--- src/rtl/imem_loader_pkg.sv ---
// rtl/imem_loader_pkg.sv - shared constants and state encoding for the program loader
package imem_loader_pkg;

    localparam logic [7:0] LOADER_MAGIC = 8'hA5;

    localparam logic [2:0] ST_IDLE = 3'd0;
    localparam logic [2:0] ST_LEN0 = 3'd1;
    localparam logic [2:0] ST_LEN1 = 3'd2;
    localparam logic [2:0] ST_DATA = 3'd3;
    localparam logic [2:0] ST_CSUM = 3'd4;
    localparam logic [2:0] ST_DONE = 3'd5;
    localparam logic [2:0] ST_ERR  = 3'd6;

    typedef enum logic [2:0] {
        IDLE = ST_IDLE,
        LEN0 = ST_LEN0,
        LEN1 = ST_LEN1,
        DATA = ST_DATA,
        CSUM = ST_CSUM,
        DONE = ST_DONE,
        ERR  = ST_ERR
    } loader_state_t;

endpackage

--- src/rtl/imem_loader_word_asm.sv ---
// rtl/imem_loader_word_asm.sv - little-endian byte-to-word assembler for the program loader
module imem_loader_word_asm (
    input  logic        clk,
    input  logic        rst,
    input  logic        clear,
    input  logic [7:0]  byte_data,
    input  logic        byte_valid,
    output logic        last_lane,
    output logic [31:0] word,
    output logic        word_valid
);

    logic [1:0]  lane;
    logic [23:0] shift;

    // The next accepted byte completes the word.
    assign last_lane = (lane == 2'd3);

    // Shift bytes in from the top so byte0 ends up in [7:0]; publish on the fourth byte.
    always_ff @(posedge clk) begin
        if (rst) begin
            lane       <= 2'd0;
            shift      <= 24'd0;
            word       <= 32'd0;
            word_valid <= 1'b0;
        end else begin
            word_valid <= 1'b0;
            if (clear) begin
                lane <= 2'd0;
            end else if (byte_valid) begin
                if (last_lane) begin
                    word       <= {byte_data, shift};
                    word_valid <= 1'b1;
                    lane       <= 2'd0;
                end else begin
                    shift <= {byte_data, shift[23:8]};
                    lane  <= lane + 2'd1;
                end
            end
        end
    end

endmodule

--- src/rtl/imem_loader.sv ---
// rtl/imem_loader.sv - framed byte-stream loader writing the instruction memory
module imem_loader
    import imem_loader_pkg::*;
#(
    parameter int ADDR_WIDTH     = 12,
    parameter int MEM_SIZE       = 4096,
    parameter int TIMEOUT_CYCLES = 1000000
) (
    input  logic                  clk,
    input  logic                  rst,
    input  logic [7:0]            rx_data,
    input  logic                  rx_valid,
    output logic                  we,
    output logic [ADDR_WIDTH-1:0] waddr,
    output logic [31:0]           wdata,
    output logic                  cpu_hold,
    output logic                  busy,
    output logic                  done,
    output logic                  error
);

    localparam int IDX_W  = ADDR_WIDTH + 1;
    localparam int IDLE_W = $clog2(TIMEOUT_CYCLES + 1);

    loader_state_t     state, state_next;
    logic [7:0]        sum;
    logic [7:0]        len_lo;
    logic [15:0]       len;
    logic [IDX_W-1:0]  idx;
    logic [IDLE_W-1:0] idle_cnt;

    logic        start_frame;
    logic        asm_valid;
    logic        last_lane;
    logic        in_frame;
    logic        last_word;
    logic        timeout_hit;
    logic [15:0] len_rx;

    assign in_frame    = (state == LEN0) || (state == LEN1) || (state == DATA) || (state == CSUM);
    assign len_rx      = {rx_data, len_lo};
    // Index is one bit wider than the address so a full-size image ends without wrapping.
    assign last_word   = ((17'(idx) + 17'd1) == {1'b0, len});
    assign timeout_hit = in_frame && !rx_valid && (idle_cnt == IDLE_W'(TIMEOUT_CYCLES - 1));

    // Status is a pure decode of the state; ERR keeps the CPU held so a partial image never runs.
    assign busy     = in_frame;
    assign done     = (state == DONE);
    assign error    = (state == ERR);
    assign cpu_hold = in_frame || (state == ERR);

    imem_loader_word_asm u_word_asm (
        .clk        (clk),
        .rst        (rst),
        .clear      (start_frame),
        .byte_data  (rx_data),
        .byte_valid (asm_valid),
        .last_lane  (last_lane),
        .word       (wdata),
        .word_valid (we)
    );

    // State register.
    always_ff @(posedge clk) begin
        if (rst) begin
            state <= IDLE;
        end else begin
            state <= state_next;
        end
    end

    // Frame parser: next state and per-byte control strobes.
    always_comb begin
        state_next  = state;
        start_frame = 1'b0;
        asm_valid   = 1'b0;
        case (state)
            IDLE, DONE, ERR: begin
                if (rx_valid && (rx_data == LOADER_MAGIC)) begin
                    state_next  = LEN0;
                    start_frame = 1'b1;
                end
            end
            LEN0: begin
                if (rx_valid) state_next = LEN1;
            end
            LEN1: begin
                if (rx_valid) begin
                    if ({1'b0, len_rx} > 17'(MEM_SIZE)) state_next = ERR;
                    else if (len_rx == 16'd0)          state_next = CSUM;
                    else                               state_next = DATA;
                end
            end
            DATA: begin
                if (rx_valid) begin
                    asm_valid = 1'b1;
                    if (last_lane && last_word) state_next = CSUM;
                end
            end
            CSUM: begin
                if (rx_valid) state_next = (rx_data == sum) ? DONE : ERR;
            end
            default: state_next = IDLE;
        endcase
        if (timeout_hit) state_next = ERR;
    end

    // Length, checksum, word index, write address and inter-byte idle counter.
    always_ff @(posedge clk) begin
        if (rst) begin
            sum      <= 8'd0;
            len_lo   <= 8'd0;
            len      <= 16'd0;
            idx      <= '0;
            idle_cnt <= '0;
            waddr    <= '0;
        end else if (start_frame) begin
            sum      <= 8'd0;
            idx      <= '0;
            idle_cnt <= '0;
        end else begin
            if (!in_frame || rx_valid) idle_cnt <= '0;
            else                       idle_cnt <= idle_cnt + IDLE_W'(1);
            if (rx_valid && ((state == LEN0) || (state == LEN1) || (state == DATA))) begin
                sum <= sum + rx_data;
            end
            if (rx_valid && (state == LEN0)) len_lo <= rx_data;
            if (rx_valid && (state == LEN1)) len <= len_rx;
            if (asm_valid && last_lane) begin
                waddr <= idx[ADDR_WIDTH-1:0];
                idx   <= idx + IDX_W'(1);
            end
        end
    end

endmodule
--- config.mk ---
export PLATFORM = sky130hd
export DESIGN_NAME = imem_loader
export DESIGN_NICKNAME = d
export VERILOG_FILES = /design/src/rtl/imem_loader_pkg.sv /design/src/rtl/imem_loader_word_asm.sv /design/src/rtl/imem_loader.sv
export SDC_FILE = /design/constraint.sdc
export NUM_CORES = 1
export LEC_CHECK = 0
export CORE_ASPECT_RATIO = 1.5
export CORE_MARGIN = 3
export CORE_UTILIZATION = 57
export DETAILED_ROUTE_END_ITERATION = 16
export GPL_TIMING_DRIVEN = 0
export PLACE_DENSITY = 0.81
export SLEW_MARGIN = 15
export SYNTH_ARGS = -nofsm -noshare
export SYNTH_HDL_FRONTEND = slang
export SYNTH_SLANG_ARGS = --single-unit
--- constraint.sdc ---
create_clock -name clk -period 3.29 [get_ports clk]
set_input_delay 0.658 -clock clk [delete_from_list [all_inputs] [get_ports clk]]
set_output_delay 0.658 -clock clk [all_outputs]
set_load 0.05 [all_outputs]
==> results of run 1 <==
[worst max-delay path by stage]
stage                     startpoint       end  slack, ns  depth (start not counted)
final                     rx_data[1]    sum[7]       0.09                          9
after global routing        state[1]     error       0.02                          5
after CTS                   state[1]  cpu_hold       0.11                          6
after detailed placement  rx_data[1]    sum[7]      -0.29                          9
after global placement    rx_data[1]    sum[7]      -0.31                          9
after floorplan           rx_data[1]    sum[7]       0.60                          8
[worst reg2reg max path, cell delays in order (launching register included)]
cell and delay (ns):
dfxtp_1 0.45, ha_1 0.32, nand4_1 0.27, nor4_4 0.23
xnor2_1 0.09, or4_1 0.55, nor4_2 0.43, o21a_1 0.21
a2111oi_2 0.08
[metrics by stage]
stage | power, mW | hold WS, ns | setup slack, ns
2_1_floorplan | 2.45 | 0.431 | 0.602
3_3_place_gp | 2.62 | 0.441 | -0.311
3_5_place_dp | 2.65 | 0.446 | -0.294
4_1_cts | 4.53 | 0.454 | 0.115
5_1_grt | 4.70 | 0.470 | 0.0159
6_report | 4.54 | 0.452 | 0.0949
[power by group through the flow]
stage	logic [mW]	registers (mW)	clock network [mW]
after CTS	0.836	1.79	1.90
after global placement	0.798	1.82	0
after global routing	0.934	1.80	1.96
after detailed placement	0.826	1.83	0
final	0.845	1.79	1.90
after floorplan	0.630	1.82	0
[state kept, by name, indices dropped and copies added, names as in the netlist]
| register | cells |
|---|---|
| sum | 8 |
| len_lo | 8 |
| u_word_asm.lane | 2 |
| u_word_asm.shift | 24 |
| len | 16 |
| u_word_asm.word_valid | 1 |
| idle_cnt | 20 |
| waddr | 12 |
| u_word_asm.word | 32 |
| idx | 13 |
| state | 3 |
[routing by layer]
layer | up-vias | wire (um) | track usage
met5 | - | 0 | 0
met4 | 0 | 425 | 0.106
met3 | 39 | 696 | 0.0474
met2 | 167 | 8180 | 0.488
met1 | 2620 | 6030 | 0.290
li1 | 2747 | - | -
[cell type report]
class | instances | area [sq um] | share of cell area
Sequential cell | 139 | 2780 | 0.376
Clock buffer | 22 | 474 | 0.0640
Clock inverter | 9 | 113 | 0.0152
Buffer | 44 | 185 | 0.0250
Multi-Input combinational cell | 571 | 3040 | 0.411
Inverter | 16 | 60.1 | 0.00811
Timing Repair Buffer | 57 | 573 | 0.0774
Tap cell | 141 | 176 | 0.0238
[cell families (layout without fill, tap and decap cells)]
family | after synthesis | after routing
fa+ha+maj | 11 | 11
simple gates | 356 | 356
buf+inv | 60 | 148
xor+xnor | 49 | 49
compound gates | 154 | 154
mux | 1 | 1
flops | 139 | 139
[cell usage in the layout (no fill, tap or decap), drive strengths merged, types with 9 or more instances in the layout]
| cell type | instances |
|---|---|
| xor2 | 26 |
| clkbuf | 58 |
| dfxtp | 139 |
| o21ai | 11 |
| ha | 10 |
| nand4 | 9 |
| nand2 | 216 |
| nand3 | 19 |
| xnor2 | 23 |
| nor3 | 14 |
| a21oi | 118 |
| clkdlybuf4s50 | 56 |
| nor2 | 51 |
| inv | 17 |
==> run summary, run 1 <==
clk_lat worst skew: 0.41 ns
placed inst area: 0.00682 sq mm
nets: 868
synth cell count leaders: nand2_1, dfxtp_1, a21oi_1, nor2_1, clkbuf_1
Hold WC Path Type: register to register
Post-Syn Area: 0.00607 sq mm
largest cells by area after synthesis: dfxtp_1, nand2_1, a21oi_1
placer congestion estimate: 0.901
Max FO, Critical Path: 7
Final TNS setup: 0 ns
largest net degree at the start of global routing: 17
Die Wd: 90.3 um
post_cts resized: 0
cell-internal power: 3.21 mW
placed cells: 968
post-route cell area: 0.00741 sq mm
first-pass GRT wire length: 25500 um
routed wire length: 15300 um
non-filler instance count after layout: 999
slowest cell delay on critical path: 0.70 ns
cells after synthesis: 770
post-synthesis mux area share: 0.00165
top-count cell post-synth: nand2_1
status: finished clean
Switching Share: 0.292
NetSw: 1.33 mW
Reg clk slew, reported paths: 0.06 ns
CP Data Arrival Time: 3.54 ns
Overall Global Routing Usage: 0.262
Synth async-reset ratio: 0
Post-synth EDFFs: 0
H-Tree Depth: 4
VDD IR max: 0.611 mV
Final Max Slew Viols: 0
Tcrit/Tclk final: 0.971
DRT iter0 DRCs: 302
Wirelength per Cell: 15.4 um
area leader, netlist: dfxtp_1
Slowest-stage cell, CP: clkdlybuf4s50_1
syn avg cell area: 7.88 sq um
Tmin final: 3.20 ns
Clk network pwr share: 0.419
Core Area: 0.0102 sq mm
Max-Cap Viols: 0
global route total overflow: 0
CTS root buf: clkbuf_16
Ports: 60
IO buf count: 57
Post-DRT Antenna Nets: 0
Slew headroom: 0.530
Hold EP: waddr[1]
measured slew at the worst slew-check pin: 0.699 ns
Post-Syn Nets: 792
endpoints failing setup: 0
f_max: 0.313 GHz
CP Launch Type: primary input
post-synth top area share: 0.458
r2r endpoint: state[0]
Cell Rows: 45
ratio of cells with drive above 1 in the final layout: 0.0559
ys flop type: dfxtp_1
Util after Layout: 0.723
Initial Util: 0.592
Static Leak: 2.52 nW
register area share after synthesis: 0.458
number of library cell types mapped by synthesis: 53
combinational fraction of design power: 0.186
Vias: 5573
delay-heaviest family, CP: compound AO/OA/AOI/OAI gates
CTS tree: built
Post CTS Setup Buffer Count: 0
# diodes: 0
hold path cells: 2
initial antenna violation count: 0
synth warn: 0
CTS Sinks: 139
Synth Area in Simple Gates: 0.261
Worst Path Buf+Inv: 1
cts hold-fix bufs: 0
Worst R2R Setup Slack: 0.53 ns
vias in the first global route: 5418
Final Hold Fails: 0
cell area power density: 612 mW/mm^2
hpwl dp: 10900 um
reg2reg start: idx[0]
first-pass detailed-route iteration total: 5
DR vias/cell: 5.58
DRC violations left: 0
most frequent CP cell: a21oi_1
main combinational cell family by area after synthesis: simple AND/OR/NAND/NOR gates
CP cell instances: clkdlybuf4s50_1, ha_1, a21o_1, a21oi_1, o21ai_0, a2111oi_0, nor3b_1, or4_1, a21oi_1
Final Skew: 0.00775 ns
Area Growth Syn to Fin: 22.0%
final-layout fill cell count: 819
Crit Path Category: primary input to register
clk buf depth: 2
Adder-Cell Fraction of Synth Area: 0.0239
Synth Area in Compound Gates: 0.144
clock buffer count from CTS: 17
Reg power frac: 0.395
Required @ worst endpoint: 3.63 ns
DIE AREA: 0.0119 sq mm
Die Y: 132 um
post-synthesis register bit count: 139
Post-Synth XOR/XNOR Area: 0.0707
CP Capture Type: register
HP Start: waddr[1]
RSZ-0062 raised after global routing: no
Reg2Reg Depth: 8
(Power assumes the default switching activity.)
==> run 2: changes to the inputs <==
Settings changed: ABC_CLOCK_PERIOD_IN_PS from default to 4000, CORE_UTILIZATION 57 to 58, PLACE_DENSITY 0.81 to 0.82.
Clock period 3.29 ns to 4 ns, I/O delays scaled along.
==> run 2 against run 1 <==
Net effect: sequential share of layout area shrank 0.16 points; combinational power decreased by 17%; first-iteration DRC count shrank 17%; hold slack about the same; clock skew decreased by 0.0025 ns; count of clock-buffer cells in the layout shrank 4; wire length is 0.46% lower; critical path type unchanged; critical endpoint unchanged; largest power group unchanged; highest routed layer unchanged.
==> run summary, run 2 (synthesized netlist as in run 1, its figures left out) <==
crit path to: sum[7]
CP startpoint: rx_data[1]
cts hold-fix bufs: 0 (unchanged)
slowest cell delay on critical path: 0.69 ns (about the same)
cell area power density: 515 mW/mm^2 (-16%)
Static Leak: 2.52 nW (about the same)
Worst Path Buf+Inv: 1 (unchanged)
first-pass detailed-route iteration total: 5 (unchanged)
placer congestion estimate: 0.845 (-6.2%)
Cell Rows: 45 (unchanged)
initial antenna violation count: 0 (unchanged)
# diodes: 0 (unchanged)
H-Tree Depth: 4 (unchanged)
ratio of cells with drive above 1 in the final layout: 0.0571 (+0.00117)
Ports: 60 (unchanged)
Die Wd: 89.5 um (-0.81%)
global route total overflow: 0 (unchanged)
most frequent CP cell: a21oi_1
clk buf depth: 2 (unchanged)
commonest non-fill, non-tap cells in the layout: nand2_1, dfxtp_1, a21oi_1
CP cell instances: clkdlybuf4s50_1, ha_1, a21o_1, a21oi_1, o21ai_0, a2111oi_0, nor3b_1, or4_1, a21oi_1
Reg2Reg Depth: 8 (unchanged)
reg2reg start: idx[0]
Wirelength per Cell: 15.3 um (-0.46%)
CP Capture Type: register
delay-heaviest family, CP: compound AO/OA/AOI/OAI gates
clock buffer count from CTS: 17 (unchanged)
IO buf count: 57 (unchanged)
Reg clk slew, reported paths: 0.06 ns (about the same)
DRT iter0 DRCs: 250 (-17%)
first-pass GRT wire length: 25200 um (-1.5%)
Area Growth Syn to Fin: 22.5%
dpl ws: 0.195 ns (+0.489 ns)
commonest non-fill, non-tap cell in the layout: nand2_1
largest net degree at the start of global routing: 17 (unchanged)
Post CTS Setup Buffer Count: 0 (unchanged)
RSZ-0062 raised after global routing: no
hpwl dp: 11000 um (+0.52%)
Final Hold Fails: 0 (unchanged)
CP Launch Type: primary input
Max FO, Critical Path: 7 (unchanged)
Crit Path Category: primary input to register
f_max: 0.293 GHz
Vias: 5580 (+0.13%)
Reg with most FFs: u_word_asm.word
Largest register FFs: 32 (unchanged)
clk_lat worst skew: 0.42 ns (about the same)
CTS root buf: clkbuf_16
CTS Sinks: 139 (unchanged)
final worst slack: 0.582 ns (+0.487 ns)
r2r endpoint: state[1]
Tmin final: 3.42 ns
Hold WC Path Type: register to register
total power: 3.83 mW (-16%)
CP Data Arrival Time: 3.76 ns (+0.22 ns)
measured slew at the worst slew-check pin: 0.706 ns (+0.00667 ns)
VDD IR max: 0.514 mV (-16%)
nets: 868 (unchanged)
DIE AREA: 0.0118 sq mm (-1.6%)
Worst R2R Setup Slack: 1.22 ns (+0.69 ns)
Overall Global Routing Usage: 0.271 (+0.00887)
Post-DRT Antenna Nets: 0 (unchanged)
CTS tree: built
DR vias/cell: 5.59 (+0.13%)
Initial Util: 0.596 (+0.00327)
Max-Cap Viols: 0 (unchanged)
status: finished clean
Final TNS setup: 0 ns (unchanged)
Tcrit/Tclk final: 0.855
routed wire length: 15300 um (-0.46%)
post_cts resized: 0 (unchanged)
Required @ worst endpoint: 4.34 ns (+0.71 ns)
endpoints failing setup: 0 (unchanged)
Slowest-stage cell, CP: a2111oi_0
Slew headroom: 0.517 (-0.0130)
Core Area: 0.0102 sq mm (-0.55%)
Final Max Slew Viols: 0 (unchanged)
Crit. path cell count: 9 (unchanged)
DRC violations left: 0 (unchanged)
Die Y: 131 um (-0.83%)
top flop regs: u_word_asm.word x32, u_word_asm.shift x24, idle_cnt x20
Final Skew: 0.00522 ns (-0.00253 ns)
vias in the first global route: 5414 (-0.074%)
run 2: routing by layer:
metal	track usage	routed length (um)
met3	0.0583	704
met5	0	0
met2	0.468	8000
met4	0.127	591
met1	0.306	5970
run 2: power breakdown:
part	internal [mW]	switching, mW	total [mW]	leakage [nW]
sequential	1.44	0.0353	1.47	1.12
clock	1.05	0.611	1.66	0.299
combinational	0.235	0.463	0.698	1.10
run 2: per-stage QoR:
stage | cell area (sq um) | utilization | instances | hold WS, ns
4_1_cts | 7440 | 0.730 | 999 | 0.454
5_1_grt | 7440 | 0.730 | 999 | 0.473
3_3_place_gp | 6820 | 0.669 | 968 | 0.442
2_1_floorplan | 6070 | - | 770 | 0.431
6_report | 7440 | 0.730 | 999 | 0.452
3_5_place_dp | 6820 | 0.669 | 968 | 0.446
run 2: cell type report:
class	instances	area, sq um
inverters	16	60.1
fillers	793	2750
clock inverters	13	191
flip-flops and latches	139	2780
repair buffers	57	571
clock buffers	18	429
plain buffers	44	185
multi-input cells	571	3040
well taps	141	176
run 2: how the worst min path moves through the flow:
stage / start / end / slack (ns) / cells past startpoint
finish: u_word_asm.word[0] / u_word_asm.word[0] / 0.45 / 2
global route: u_word_asm.word[2] / u_word_asm.word[2] / 0.47 / 2
CTS: u_word_asm.word[2] / u_word_asm.word[2] / 0.45 / 2
detailed placement: u_word_asm.word[2] / u_word_asm.word[2] / 0.45 / 2
global placement: u_word_asm.word[1] / u_word_asm.word[1] / 0.44 / 2
floorplan: len[15] / len[15] / 0.43 / 2
run 2: tightest hold or removal path, cell delays in order, from the launching register on:
cell     delay [ns]
dfxtp_1        0.31
nand2_1        0.05
a21oi_1        0.05
